`config.mk`:
```
export PLATFORM = sky130hd
export DESIGN_NAME = strobe_stream_reader
export DESIGN_NICKNAME = d
export VERILOG_FILES = /design/src/rtl/strobe_stream_pkg.sv /design/src/rtl/strobe_stream_ram.sv /design/src/rtl/strobe_stream_reader.sv
export SDC_FILE = /design/constraint.sdc
export NUM_CORES = 1
export LEC_CHECK = 0
export BUFFER_PORTS_ARGS = -buffer_cell sky130_fd_sc_hd__buf_2
export CAP_MARGIN = 10
export CORE_ASPECT_RATIO = 0.6
export CORE_UTILIZATION = 62
export DETAILED_ROUTE_END_ITERATION = 8
export HOLD_SLACK_MARGIN = 0.1
export PLACE_DENSITY = 0.95
export SLEW_MARGIN = 10
export SYNTH_ARGS = -nofsm -noshare
export SYNTH_HDL_FRONTEND = slang
export SYNTH_SLANG_ARGS = --single-unit
```
`constraint.sdc`:
```
create_clock -name clk -period 5.3 [get_ports clk]
set_input_delay 0.53 -clock clk [delete_from_list [all_inputs] [get_ports clk]]
set_output_delay 0.53 -clock clk [all_outputs]
set_load 0.02 [all_outputs]
```
`src/rtl/strobe_stream_pkg.sv`:
```
// strobe_stream_pkg: shared widths, FIFO status encoding and level-width helper.
package strobe_stream_pkg;
    localparam int OVF_CNT_W = 16;

    typedef enum logic [1:0] {EMPTY, PARTIAL, FULL} fifo_status_e;

    function automatic int lvl_w(input int depth);
        return $clog2(depth) + 1;
    endfunction
endpackage

```
`src/rtl/strobe_stream_ram.sv`:
```
// strobe_stream_ram: DEPTH x DW register array, synchronous write, asynchronous read.
module strobe_stream_ram #(
    parameter int DW    = 16,
    parameter int DEPTH = 4,
    parameter int AW    = $clog2(DEPTH)
) (
    input  logic                 clk,
    input  logic                 we,
    input  logic [AW-1:0]        waddr,
    input  logic signed [DW-1:0] wdata,
    input  logic [AW-1:0]        raddr,
    output logic signed [DW-1:0] rdata
);
    logic signed [DW-1:0] mem [DEPTH];

    always_ff @(posedge clk)
        if (we) mem[waddr] <= wdata;

    assign rdata = mem[raddr];
endmodule

```
`src/rtl/strobe_stream_reader.sv`:
```
// strobe_stream_reader: strobe-qualified sample capture into a FWFT FIFO with sticky overflow.
// Define STROBE_STREAM_OVF_CNT_EN to add the saturating ovf_cnt drop counter.
module strobe_stream_reader
    import strobe_stream_pkg::*;
#(
    parameter int DW    = 16,
    parameter int DEPTH = 4,
    parameter int LW    = lvl_w(DEPTH)
) (
    input  logic                 clk,
    input  logic                 rst,
    input  logic signed [DW-1:0] s_data,
    input  logic                 s_val,
    input  logic                 s_en,
    output logic signed [DW-1:0] m_data,
    output logic                 m_val,
    input  logic                 m_rdy,
    output logic [LW-1:0]        level,
    output logic                 ovf,
    input  logic                 ovf_clr
`ifdef STROBE_STREAM_OVF_CNT_EN
    ,
    output logic [OVF_CNT_W-1:0] ovf_cnt
`endif
);
    localparam int AW = $clog2(DEPTH);

    logic [AW-1:0]        rptr_q, rptr_d, wptr_q, wptr_d;
    logic [LW-1:0]        level_q, level_d;
    logic                 ovf_q, ovf_d;
    logic signed [DW-1:0] mdata_q, mdata_d, nxt_head;
    logic                 wr_req, pop, full, we, drop;

    strobe_stream_ram #(.DW(DW), .DEPTH(DEPTH), .AW(AW)) u_ram (
        .clk   (clk),
        .we    (we),
        .waddr (wptr_q),
        .wdata (s_data),
        .raddr (rptr_q + AW'(1)),
        .rdata (nxt_head)
    );

    // m_data is registered: load the incoming sample when it becomes the head,
    // otherwise the entry behind the current head on a pop.
    always_comb begin
        wr_req  = s_en && s_val;
        pop     = (level_q != '0) && m_rdy;
        full    = level_q == LW'(DEPTH);
        we      = wr_req && (!full || pop);
        drop    = wr_req && full && !pop;
        rptr_d  = pop ? rptr_q + AW'(1) : rptr_q;
        wptr_d  = we ? wptr_q + AW'(1) : wptr_q;
        level_d = (we && !pop) ? level_q + LW'(1) : (pop && !we) ? level_q - LW'(1) : level_q;
        ovf_d   = drop ? 1'b1 : ovf_clr ? 1'b0 : ovf_q;
        mdata_d = (we && (level_q == '0 || (pop && level_q == LW'(1)))) ? s_data :
                  (pop && level_q > LW'(1)) ? nxt_head : mdata_q;
    end

    always_ff @(posedge clk or negedge rst)
        if (!rst) begin
            rptr_q  <= '0;
            wptr_q  <= '0;
            level_q <= '0;
            ovf_q   <= 1'b0;
            mdata_q <= '0;
        end else begin
            rptr_q  <= rptr_d;
            wptr_q  <= wptr_d;
            level_q <= level_d;
            ovf_q   <= ovf_d;
            mdata_q <= mdata_d;
        end

    assign m_data = mdata_q;
    assign m_val  = level_q != '0;
    assign level  = level_q;
    assign ovf    = ovf_q;

`ifdef STROBE_STREAM_OVF_CNT_EN
    logic [OVF_CNT_W-1:0] cnt_q, cnt_d;

    assign cnt_d = drop ? (ovf_clr ? OVF_CNT_W'(1) : (&cnt_q) ? cnt_q : cnt_q + OVF_CNT_W'(1)) :
                   ovf_clr ? '0 : cnt_q;

    always_ff @(posedge clk or negedge rst)
        if (!rst) cnt_q <= '0;
        else      cnt_q <= cnt_d;

    assign ovf_cnt = cnt_q;
`endif
endmodule

```
==> results of run 1 <==
## power groups by stage
| stage | Combinational, mW | Sequential (mW) | Clock [mW] |
|---|---|---|---|
| after global placement | 0.699 | 1.03 | 0 |
| after global routing | 0.797 | 1.05 | 0.560 |
| final | 0.732 | 1.02 | 0.515 |
| after floorplan | 0.538 | 1.04 | 0 |
| after CTS | 0.738 | 1.03 | 0.525 |
| after detailed placement | 0.733 | 1.04 | 0 |
## sequential cells by signal (all words and copies together) (netlist names)
| signal | count |
|---|---|
| ovf | 1 |
| rptr_q | 2 |
| level | 3 |
| wptr_q | 2 |
| u_ram.mem | 64 |
| m_data | 16 |
## per-layer routing
layer	track usage	share of wire
met1	0.346	0.42
met4	0.0807	0.012
met5	0	0
met2	0.392	0.47
met3	0.0928	0.092
## synthesized netlist by cell type, types with 2 or more instances
library cell	number
and2_1	6
buf_2	4
buf_6	3
clkbuf_1	4
dfrtp_1	24
edfxtp_1	64
ha_1	9
inv_1	6
mux4_2	16
nand2_1	39
nand3_1	17
nor2_1	2
o211ai_1	6
o211ai_2	10
o21ai_0	2
xnor2_1	5
## layout by cell type (no fill, tap or decap), types with 9 or more instances in the layout
master    synthesis  final
edfxtp_1         64     64
ha_1              9      9
nand3_1          17     17
o211ai_2         10     10
clkbuf_8          0     11
nand2_1          39     39
buf_2             4     42
dfrtp_1          24     24
mux4_2           16     16
## worst max-delay path by stage
stage / depth (start not counted) / start / to
after floorplan: 6 / level[0] / u_ram.mem[0][0]
after global placement: 5 / level[0] / m_data[11]
after detailed placement: 5 / level[0] / m_data[9]
after CTS: 5 / level[0] / m_data[9]
after global routing: 5 / level[0] / m_data[9]
final: 5 / level[0] / m_data[9]
## final cells by class
cell class                 count  area, sq um
sequential                    88         2520
fill                         358         1510
multi-input combinational    119         1050
timing repair buffer          42          210
clock buffer                  12          155
tap                           80          100
clock inverter                 4         76.3
inverter                       6         22.5
## logic make-up after synthesis
kind of cell	count (synthesis)	share of synthesized area
and+or+nand+nor	65	0.0775
AOI/OAI and AO/OA	22	0.0618
xor gates and xnor gates	6	0.0143
DFF	88	0.685
buffers and inverters	19	0.0302
adders and majority gates	9	0.0306
muxes	17	0.101
## metrics by stage
| stage | power (mW) | area (sq um) |
|---|---|---|
| after floorplan | 1.58 | 3680 |
| after global placement | 1.73 | 3900 |
| after detailed placement | 1.77 | 3900 |
| after CTS | 2.29 | 4140 |
| after global routing | 2.40 | 4140 |
| final | 2.27 | 4140 |
==> results.ini, run 1 <==
[floorplanning]
core_area_sq_mm = 0.00565
die_h_microns = 61.7
rows = 21
die_x_microns = 101
die-area_sq_mm = 0.00626
io_pins = 43
start_util = 0.652

[timing]
setup_viol = 0
slew_viol_final = 0
tightest_slew_ps = 1040
skew_ps = 4.16
hold_viol = 0
rsz0062_at_grt = no
fmax_mhz = 359
slew_headroom = 0.308
setup_slack_ps = 2510
setup_tns_ps = 0
finalCritPeriodShare = 0.526
fin_crit_ps = 2790
hold_ws_ps = 161

[final_layout]
drive_above_1_share = 0.314
utilization = 0.732
instances_no_fill = 351
n_antenna_cell = 0
area_delta_synth_final_pct = 12.3
fin_nets = 297

[clock_network]
htree_levels = 3
cts_tree = yes
numClockSinks = 88
cts_hold_buf = 0
post_cts_resized = 0
clock_latency_ps = 350
cts_buffer_depth = 2
cts_made_buffers = 9
post_cts_buffers = 0
clk_transition_reported_paths_ps = 80
cts-root-buf = clkbuf_8

[yosys]
ys_ff_latch = 88
synth_cell_type_count = 25
ys_seq_area_frac = 0.685
synth.area.top_cells = edfxtp_1 52%, dfrtp_1 16%, mux4_2 9.8%
synth_edf_count = 64
syn_inst = 226
ys.flop_type = edfxtp_1
synth_area_per_cell_sq_um = 16.3
synthesis.nets = 257
synth_area_sq_mm = 0.00368
yosysTopAreaCell = edfxtp_1
async_flop_share = 0.273
synth.top_cell.area_share = 0.522
yosysWarningCount = 0

[status]
status = complete, no violations

[hold_path]
hp-class = in -> async

[setup_path]
critical_path_class = reg -> reg
start_kind = flip-flop
cp_slowest_stage_delay_ps = 790
crit_family = compound AO/OA/AOI/OAI gates
worstPathRequired_ps = 5470
worstPathMaxFanout = 17
rr_startpoint = level[0]
reg2reg_to = m_data[9]
rrSetupSlack_ps = 2510
end_kind = flip-flop
reg2reg_depth = 5
worst-path-buf-inv = 1
worstPathCellList = inv_1 > ha_1 > o31ai_4 > and2_1 > o211ai_1
worstPathArrival_ps = 2960
crit_path_top_delay_cell = and2_1

[power]
p_leak_nw = 1.58
switching_power_mw = 0.769
p_int_mw = 1.50
peakVddDrop_mv = 0.216
power_frac_comb = 0.323
p_clk_frac = 0.227
seqPwrFrac = 0.451
cellPowerDensity_mw_per_mm2 = 548
netSwitchingFraction = 0.339

[placed_design]
port-buffer-count = 42
hpwl_microns = 4430
globalplace.congestion = 0.748
place_ws_ps = 2610
placed_cells = 335

[flow_run]
max_cap_viol_count = 0

[drt]
firstDrtPassIters = 4
routed_wl_microns = 6820
drc = 0
vias = 2066
avgViaCountPerCell = 5.89
avgRoutedWirePerCell_microns = 19.4
drt_iter0_markers = 80
ant_nets = 0

[grt]
grt-ovfl-total = 0
grt_pass1_wl_microns = 10600
grt_start_max_net_pins = 25
grt_pass1_vias = 2006
antenna_found_initial = 0
grt_util_all_layers = 0.253

Power figures use the tool's default switching activity.
==> inputs of run 2 (changes only) <==
--- a/config.mk
+++ b/config.mk
@@ -8,10 +8,10 @@
 export BUFFER_PORTS_ARGS = -buffer_cell sky130_fd_sc_hd__buf_2
 export CAP_MARGIN = 10
 export CORE_ASPECT_RATIO = 0.6
-export CORE_UTILIZATION = 62
+export CORE_UTILIZATION = 52
 export DETAILED_ROUTE_END_ITERATION = 8
 export HOLD_SLACK_MARGIN = 0.1
-export PLACE_DENSITY = 0.95
+export PLACE_DENSITY = 0.86
 export SLEW_MARGIN = 10
 export SYNTH_ARGS = -nofsm -noshare
 export SYNTH_HDL_FRONTEND = slang
==> constraint.sdc (replaced) <==
create_clock -name clk -period 2.3 [get_ports clk]
set_input_delay 0.23 -clock clk [delete_from_list [all_inputs] [get_ports clk]]
set_output_delay 0.23 -clock clk [all_outputs]
set_load 0.02 [all_outputs]
==> results.ini, run 2 (synthesis results as in run 1) <==
[placed_design]
globalplace.congestion = 0.738  ; was 0.748
hpwl_microns = 4680  ; was 4430 microns
port-buffer-count = 42  ; unchanged

[flow_run]
max_cap_viol_count = 0  ; unchanged

[setup_path]
start_kind = flip-flop  ; unchanged
worstPathArrival_ps = 2150  ; was 2960 ps
crit_family = flip-flops  ; was compound AO/OA/AOI/OAI gates
crit_path_top_delay_cell = dfrtp_1  ; was and2_1
startpoint = level[0]  ; unchanged
cp_slowest_stage_delay_ps = 430  ; was 790 ps
worstPathRequired_ps = 2520  ; was 5470 ps
worstPathCellList = inv_1 > ha_1 > o31ai_4 > and2_1 > buf_4 > o211ai_1  ; was inv_1 > ha_1 > o31ai_4 > and2_1 > o211ai_1
worstPathMaxFanout = 6  ; was 17
end_kind = flip-flop  ; unchanged
worst-path-buf-inv = 2  ; was 1
rr_startpoint = level[0]  ; unchanged
critical_path_class = reg -> reg  ; unchanged

[floorplanning]
die-area_sq_mm = 0.00743  ; was 0.00626 sq mm
start_util = 0.544  ; was 0.652
rows = 23  ; was 21
core_area_sq_mm = 0.00676  ; was 0.00565 sq mm
die_h_microns = 67.2  ; was 61.7 microns
die_x_microns = 111  ; was 101 microns
io_pins = 43  ; unchanged

[final_layout]
regMostFlops = u_ram.mem  ; unchanged
fin_nets = 311  ; was 297
final_common_cell = edfxtp_1  ; unchanged
n_antenna_cell = 0  ; unchanged
layout_common_cells = 64 x edfxtp_1, 42 x buf_2, 39 x nand2_1  ; unchanged
largest_register_ffs = 64  ; unchanged
utilization = 0.633  ; was 0.732
fill_cells = 504  ; was 358
drive_above_1_share = 0.331  ; was 0.314
area_delta_synth_final_pct = 16.3  ; was 12.3%

[drt]
drc = 0  ; unchanged
drt_iter0_markers = 79  ; was 80
vias = 2052  ; was 2,066
firstDrtPassIters = 4  ; unchanged
ant_nets = 0  ; unchanged
routed_wl_microns = 7120  ; was 6820 microns
avgRoutedWirePerCell_microns = 19.2  ; was 19.4 microns
avgViaCountPerCell = 5.53  ; was 5.89

[grt]
use_met2 = 0.345  ; was 0.392
grt_start_max_net_pins = 25  ; unchanged
grt_util_all_layers = 0.221  ; was 0.253
grt-ovfl-total = 0  ; unchanged
busiest_layer = met2  ; unchanged
antenna_found_initial = 0  ; unchanged
grt_pass1_vias = 2139  ; was 2,006
grt_util_met1 = 0.288  ; was 0.346
grt_pass1_wl_microns = 11500  ; was 10,600 microns
gr-usage-met3 = 0.0871  ; was 0.0928

[timing]
fin_crit_ps = 1940  ; was 2790 ps
setup_tns_ps = 0  ; unchanged
setup_viol = 0  ; unchanged
rsz0062_at_grt = no  ; unchanged
slew_viol_final = 0  ; unchanged
skew_ps = 8.03  ; was 4.16 ps
slew_headroom = 0.618  ; was 0.308
finalCritPeriodShare = 0.842  ; was 0.526
tightest_slew_ps = 572  ; was 1040 ps
hold_viol = 0  ; unchanged
fmax_mhz = 517  ; was 359 MHz

[clock_network]
cts_buffer_depth = 2  ; unchanged
cts_tree = yes  ; unchanged
numClockSinks = 88  ; unchanged
cts-root-buf = clkbuf_16  ; was clkbuf_8
cts_made_buffers = 9  ; unchanged
post_cts_resized = 0  ; unchanged
clock_latency_ps = 350  ; about the same
htree_levels = 3  ; unchanged
clk_transition_reported_paths_ps = 60  ; was 80 ps

[power]
p_leak_nw = 1.66  ; was 1.58 nW
cellPowerDensity_mw_per_mm2 = 1260  ; was 548 mW/mm^2
peakVddDrop_mv = 0.769  ; was 0.216 mV

[hold_path]
hp-class = in -> reg  ; was in -> async
min_from = s_data[7]

[status]
status = complete, no violations  ; unchanged

-- run 2: cell types whose count changed in the layout (fill, tap and decap cells not counted), sizes merged --
cell	previous run	this run
buf	42	54
clkbuf	12	9
clkinv	1	4
bufinv	2	0
dlygate4sd3	0	2
inv	6	7
-- run 2: final timing paths --
check | to | slack, ps | depth (start not counted)
max in group asynchronous | m_data[15] | 1510 | 2
worst max register to register | m_data[15] | 360 | 6
min in group asynchronous | m_data[9] | 410 | 2
worst min-delay path | u_ram.mem[1][7] | 120 | 1
worst max-delay path | m_data[15] | 360 | 6
worst min register to register | ovf | 540 | 2
-- run 2: final cells by class --
| type | count | area [sq um] | share of cell area |
|---|---|---|---|
| Tap cell | 87 | 109 | 0.0254 |
| Timing Repair Buffer | 56 | 320 | 0.0748 |
| Clock inverter | 6 | 36.3 | 0.00847 |
| Clock buffer | 9 | 225 | 0.0526 |
| Inverter | 6 | 22.5 | 0.00526 |
| Multi-Input combinational cell | 119 | 1050 | 0.245 |
| Sequential cell | 88 | 2520 | 0.589 |
-- run 2: where the power goes --
group          switching (mW)  internal (mW)  total (mW)
Clock                   0.569          0.718        1.29
Sequential              0.200           2.04        2.24
Combinational            1.06          0.826        1.88
Total                    1.83           3.59        5.41
-- run 2: timing repair --
action,CTS,global route
buffers inserted,0,0
hold endpoints to repair,25,0
hold buffers,2,0
-- run 2: layer usage --
layer  part of all wire  routed length [microns]
met3              0.062                      444
met2               0.47                     3350
met4              0.011                       78
met5                  0                        0
met1               0.46                     3250
-- run 2: through the flow --
step	power, mW	hold WS (ps)	setup WS (ps)	std cells	area, sq um
CTS	5.47	108	351	371	4280
global placement	4.11	256	419	354	4000
floorplan	3.65	-65.6	154	226	3680
detailed placement	4.18	264	353	354	4000
finish	5.41	120	364	371	4280
global route	5.72	109	231	371	4280
==> inputs of run 3 (changes only) <==
--- a/config.mk
+++ b/config.mk
@@ -5,13 +5,14 @@
 export SDC_FILE = /design/constraint.sdc
 export NUM_CORES = 1
 export LEC_CHECK = 0
+export ABC_AREA = 1
 export BUFFER_PORTS_ARGS = -buffer_cell sky130_fd_sc_hd__buf_2
 export CAP_MARGIN = 10
 export CORE_ASPECT_RATIO = 0.6
-export CORE_UTILIZATION = 52
+export CORE_UTILIZATION = 58
 export DETAILED_ROUTE_END_ITERATION = 8
 export HOLD_SLACK_MARGIN = 0.1
-export PLACE_DENSITY = 0.86
+export PLACE_DENSITY = 0.9
 export SLEW_MARGIN = 10
 export SYNTH_ARGS = -nofsm -noshare
 export SYNTH_HDL_FRONTEND = slang
==> constraint.sdc (replaced) <==
create_clock -name clk -period 2.02 [get_ports clk]
set_input_delay 0.202 -clock clk [delete_from_list [all_inputs] [get_ports clk]]
set_output_delay 0.202 -clock clk [all_outputs]
set_load 0.02 [all_outputs]
==> results.ini, run 3 <==
[power]
peakVddDrop_mv = 0.848  ; was 0.769 mV
p_leak_nw = 2.20  ; was 1.66 nW
cellPowerDensity_mw_per_mm2 = 1540  ; was 1260 mW/mm^2
p_total_mw = 7.27  ; was 5.41 mW

[yosys]
async_flop_share = 0.273  ; unchanged
synthAdderAreaFrac = 0.0283  ; was 0.0306
synth.top_cell.area_share = 0.483  ; was 0.522
synth_area_per_cell_sq_um = 9.86  ; was 16.3 sq um
synth_compound_area_frac = 0.00943  ; was 0.0618
synth_most_common_cell = nand2_1  ; was edfxtp_1
syn_inst = 404  ; was 226
yosysTopAreaCell = edfxtp_1  ; unchanged
synth_xor_area_frac = 0.0110  ; was 0.0143
ys_ff_latch = 88  ; unchanged
muxShareOfSynthArea = 0  ; was 0.101
synth_cell_type_count = 24  ; was 25
ys.flop_type = edfxtp_1  ; unchanged
ys_top_cells_by_count = 221 x nand2_1, 64 x edfxtp_1, 24 x dfrtp_1  ; was 64 x edfxtp_1, 39 x nand2_1, 24 x dfrtp_1
synth_edf_count = 64  ; unchanged
ys_seq_area_frac = 0.633  ; was 0.685
synth.area.top_cells = edfxtp_1 48%, nand2_1 21%, dfrtp_1 15%  ; was edfxtp_1 52%, dfrtp_1 16%, mux4_2 9.8%
synthesis.nets = 435  ; was 257
synth_area_sq_mm = 0.00398  ; was 0.00368 sq mm
synth_top_family_by_area = simple AND/OR/NAND/NOR gates  ; was multiplexers
synthSimpleGateAreaFrac = 0.277  ; was 0.0775
yosysWarningCount = 0  ; unchanged

[timing]
fmax_mhz = 522  ; was 517 MHz
tightest_slew_ps = 521  ; was 572 ps
slew_viol_final = 0  ; unchanged
setup_tns_ps = 0  ; unchanged
slew_headroom = 0.653  ; was 0.618
finalCritPeriodShare = 0.948  ; was 0.842
setup_viol = 0  ; unchanged
hold_viol = 0  ; unchanged
fin_crit_ps = 1910  ; was 1940 ps
skew_ps = 6.81  ; was 8.03 ps

[floorplanning]
core_area_sq_mm = 0.00636  ; was 0.00676 sq mm
die-area_sq_mm = 0.00721  ; was 0.00743 sq mm
rows = 22  ; was 23
start_util = 0.626  ; was 0.544
die_x_microns = 109  ; was 111 microns
io_pins = 43  ; unchanged
die_h_microns = 66.2  ; was 67.2 microns

[hold_path]
hold_end = u_ram.mem[2][7]  ; was u_ram.mem[1][7]
min_path_cells = 1  ; unchanged
hp-class = in -> reg  ; unchanged
min_from = s_data[7]  ; unchanged

[clock_network]
cts_tree = yes  ; unchanged
clock_latency_ps = 340  ; was 350 ps
htree_levels = 3  ; unchanged
cts-root-buf = clkbuf_16  ; unchanged
post_cts_buffers = 0  ; unchanged
cts_made_buffers = 9  ; unchanged
numClockSinks = 88  ; unchanged
cts_buffer_depth = 2  ; unchanged
clk_transition_reported_paths_ps = 60  ; about the same

[placed_design]
hpwl_microns = 5640  ; was 4680 microns
port-buffer-count = 42  ; unchanged
globalplace.congestion = 0.836  ; was 0.738

[setup_path]
worst-path-stages = 10  ; was 6
crit_family = adder cells  ; was flip-flops
start_kind = flip-flop  ; unchanged
worstPathMaxFanout = 6  ; unchanged
worstPathRequired_ps = 2250  ; was 2520 ps
reg2reg_depth = 10  ; was 6
worstPathCellList = inv_2 > ha_4 > nand2_1 > nor2_2 > nor2_4 > ha_1 > inv_1 > o21ai_0 > xor2_1 > inv_1  ; was inv_1 > ha_1 > o31ai_4 > and2_1 > buf_4 > o211ai_1
rrSetupSlack_ps = 110  ; was 360 ps
crit_path_frequent_cell = inv_1
crit_path_top_delay_cell = dfrtp_2  ; was dfrtp_1
worstPathArrival_ps = 2140  ; was 2150 ps
worst-path-buf-inv = 3  ; was 2
cp_slowest_stage_delay_ps = 420  ; was 430 ps
rr_startpoint = level[0]  ; unchanged
end_kind = flip-flop  ; unchanged
critical_path_class = reg -> reg  ; unchanged
reg2reg_to = level[2]  ; was m_data[15]

[grt]
grt_start_max_net_pins = 25  ; unchanged
antenna_found_initial = 0  ; unchanged
grt_pass1_vias = 2833  ; was 2,139
grt_pass1_wl_microns = 13700  ; was 11,500 microns
grt_util_all_layers = 0.269  ; was 0.221
grt-ovfl-total = 0  ; unchanged

[final_layout]
utilization = 0.743  ; was 0.633
layout_common_cells = 221 x nand2_1, 64 x edfxtp_1, 42 x buf_2  ; was 64 x edfxtp_1, 42 x buf_2, 39 x nand2_1
area_delta_synth_final_pct = 18.6  ; was 16.3%
regMostFlops = u_ram.mem  ; unchanged
drive_above_1_share = 0.218  ; was 0.331
fin_nets = 489  ; was 311
largest_register_ffs = 64  ; unchanged
final_common_cell = nand2_1  ; was edfxtp_1
n_antenna_cell = 0  ; unchanged

[drt]
drc = 0  ; unchanged
avgViaCountPerCell = 5.31  ; was 5.53
routed_wl_microns = 8740  ; was 7120 microns
ant_nets = 0  ; unchanged
drt_iter0_markers = 129  ; was 79
avgRoutedWirePerCell_microns = 16.0  ; was 19.2 microns
firstDrtPassIters = 5  ; was 4
vias = 2907  ; was 2,052

[flow_run]
max_cap_viol_count = 0  ; unchanged

[status]
status = complete, no violations  ; unchanged

==> run 3: cell count changes in the layout (fill, tap and decap cells not counted), moves of 5 or more <==
cell,delta
o211ai_1,-6
nor2_4,+5
inv_2,+6
o211ai_2,-10
buf_4,-5
mux4_2,-16
nand2_2,+11
nand2_1,+182
and2_1,-6
inv_1,+5
==> run 3: area by class of cell <==
class,count,area [sq um]
Clock buffer,10,229
Clock inverter,6,68.8
Fill cell,412,1640
Inverter,18,75.1
Multi-Input combinational cell,284,1350
Sequential cell,88,2520
Tap cell,84,105
Timing Repair Buffer,57,373
==> run 3: logic make-up after synthesis <==
family                   Yosys count
AO/OA/AOI/OAI                      6
XOR/XNOR                           5
AND/OR/NAND/NOR                  264
buffers and inverters             32
adder cells (fa/ha/maj)            9
flip-flops                        88
==> run 3: worst max-delay path by stage <==
stage	start	to	slack, ps
after floorplan	level[0]	level[2]	20
after global routing	level[0]	level[2]	-2
final	level[0]	level[2]	110
after detailed placement	level[0]	level[2]	60
after CTS	level[0]	level[2]	50
after global placement	level[0]	level[2]	190
==> run 3: repair_timing <==
action | 4_1_cts | 5_1_grt
hold buffers | 5 | 0
resized for setup | 0 | 4
endpoints found under the setup margin | 0 | 16
hold endpoints to repair | 37 | 0
==> run 3: where the power goes <==
group          switching (mW)  total (mW)  internal (mW)
clock                   0.681        1.64          0.964
combinational            2.08        3.04          0.953
sequential              0.260        2.59           2.32
==> run 3: layer usage <==
metal / routed length (microns) / GRT usage / up-vias
met5: 0 / 0 / -
met4: 272 / 0.135 / 0
met3: 703 / 0.0690 / 27
met2: 4150 / 0.431 / 146
met1: 3610 / 0.342 / 1336
li1: - / - / 1398
==> run 3: metrics by stage <==
| stage | instances | instance area [sq um] | setup WS (ps) | hold WS, ps |
|---|---|---|---|---|
| 3_5_place_dp | 526 | 4350 | 59.8 | 200 |
| 5_1_grt | 547 | 4720 | -2.47 | 107 |
| 6_report | 547 | 4720 | 105 | 102 |
| 4_1_cts | 547 | 4700 | 47.3 | 100 |
| 2_1_floorplan | 404 | 4020 | 24.5 | -93.6 |
| 3_3_place_gp | 526 | 4350 | 186 | 204 |
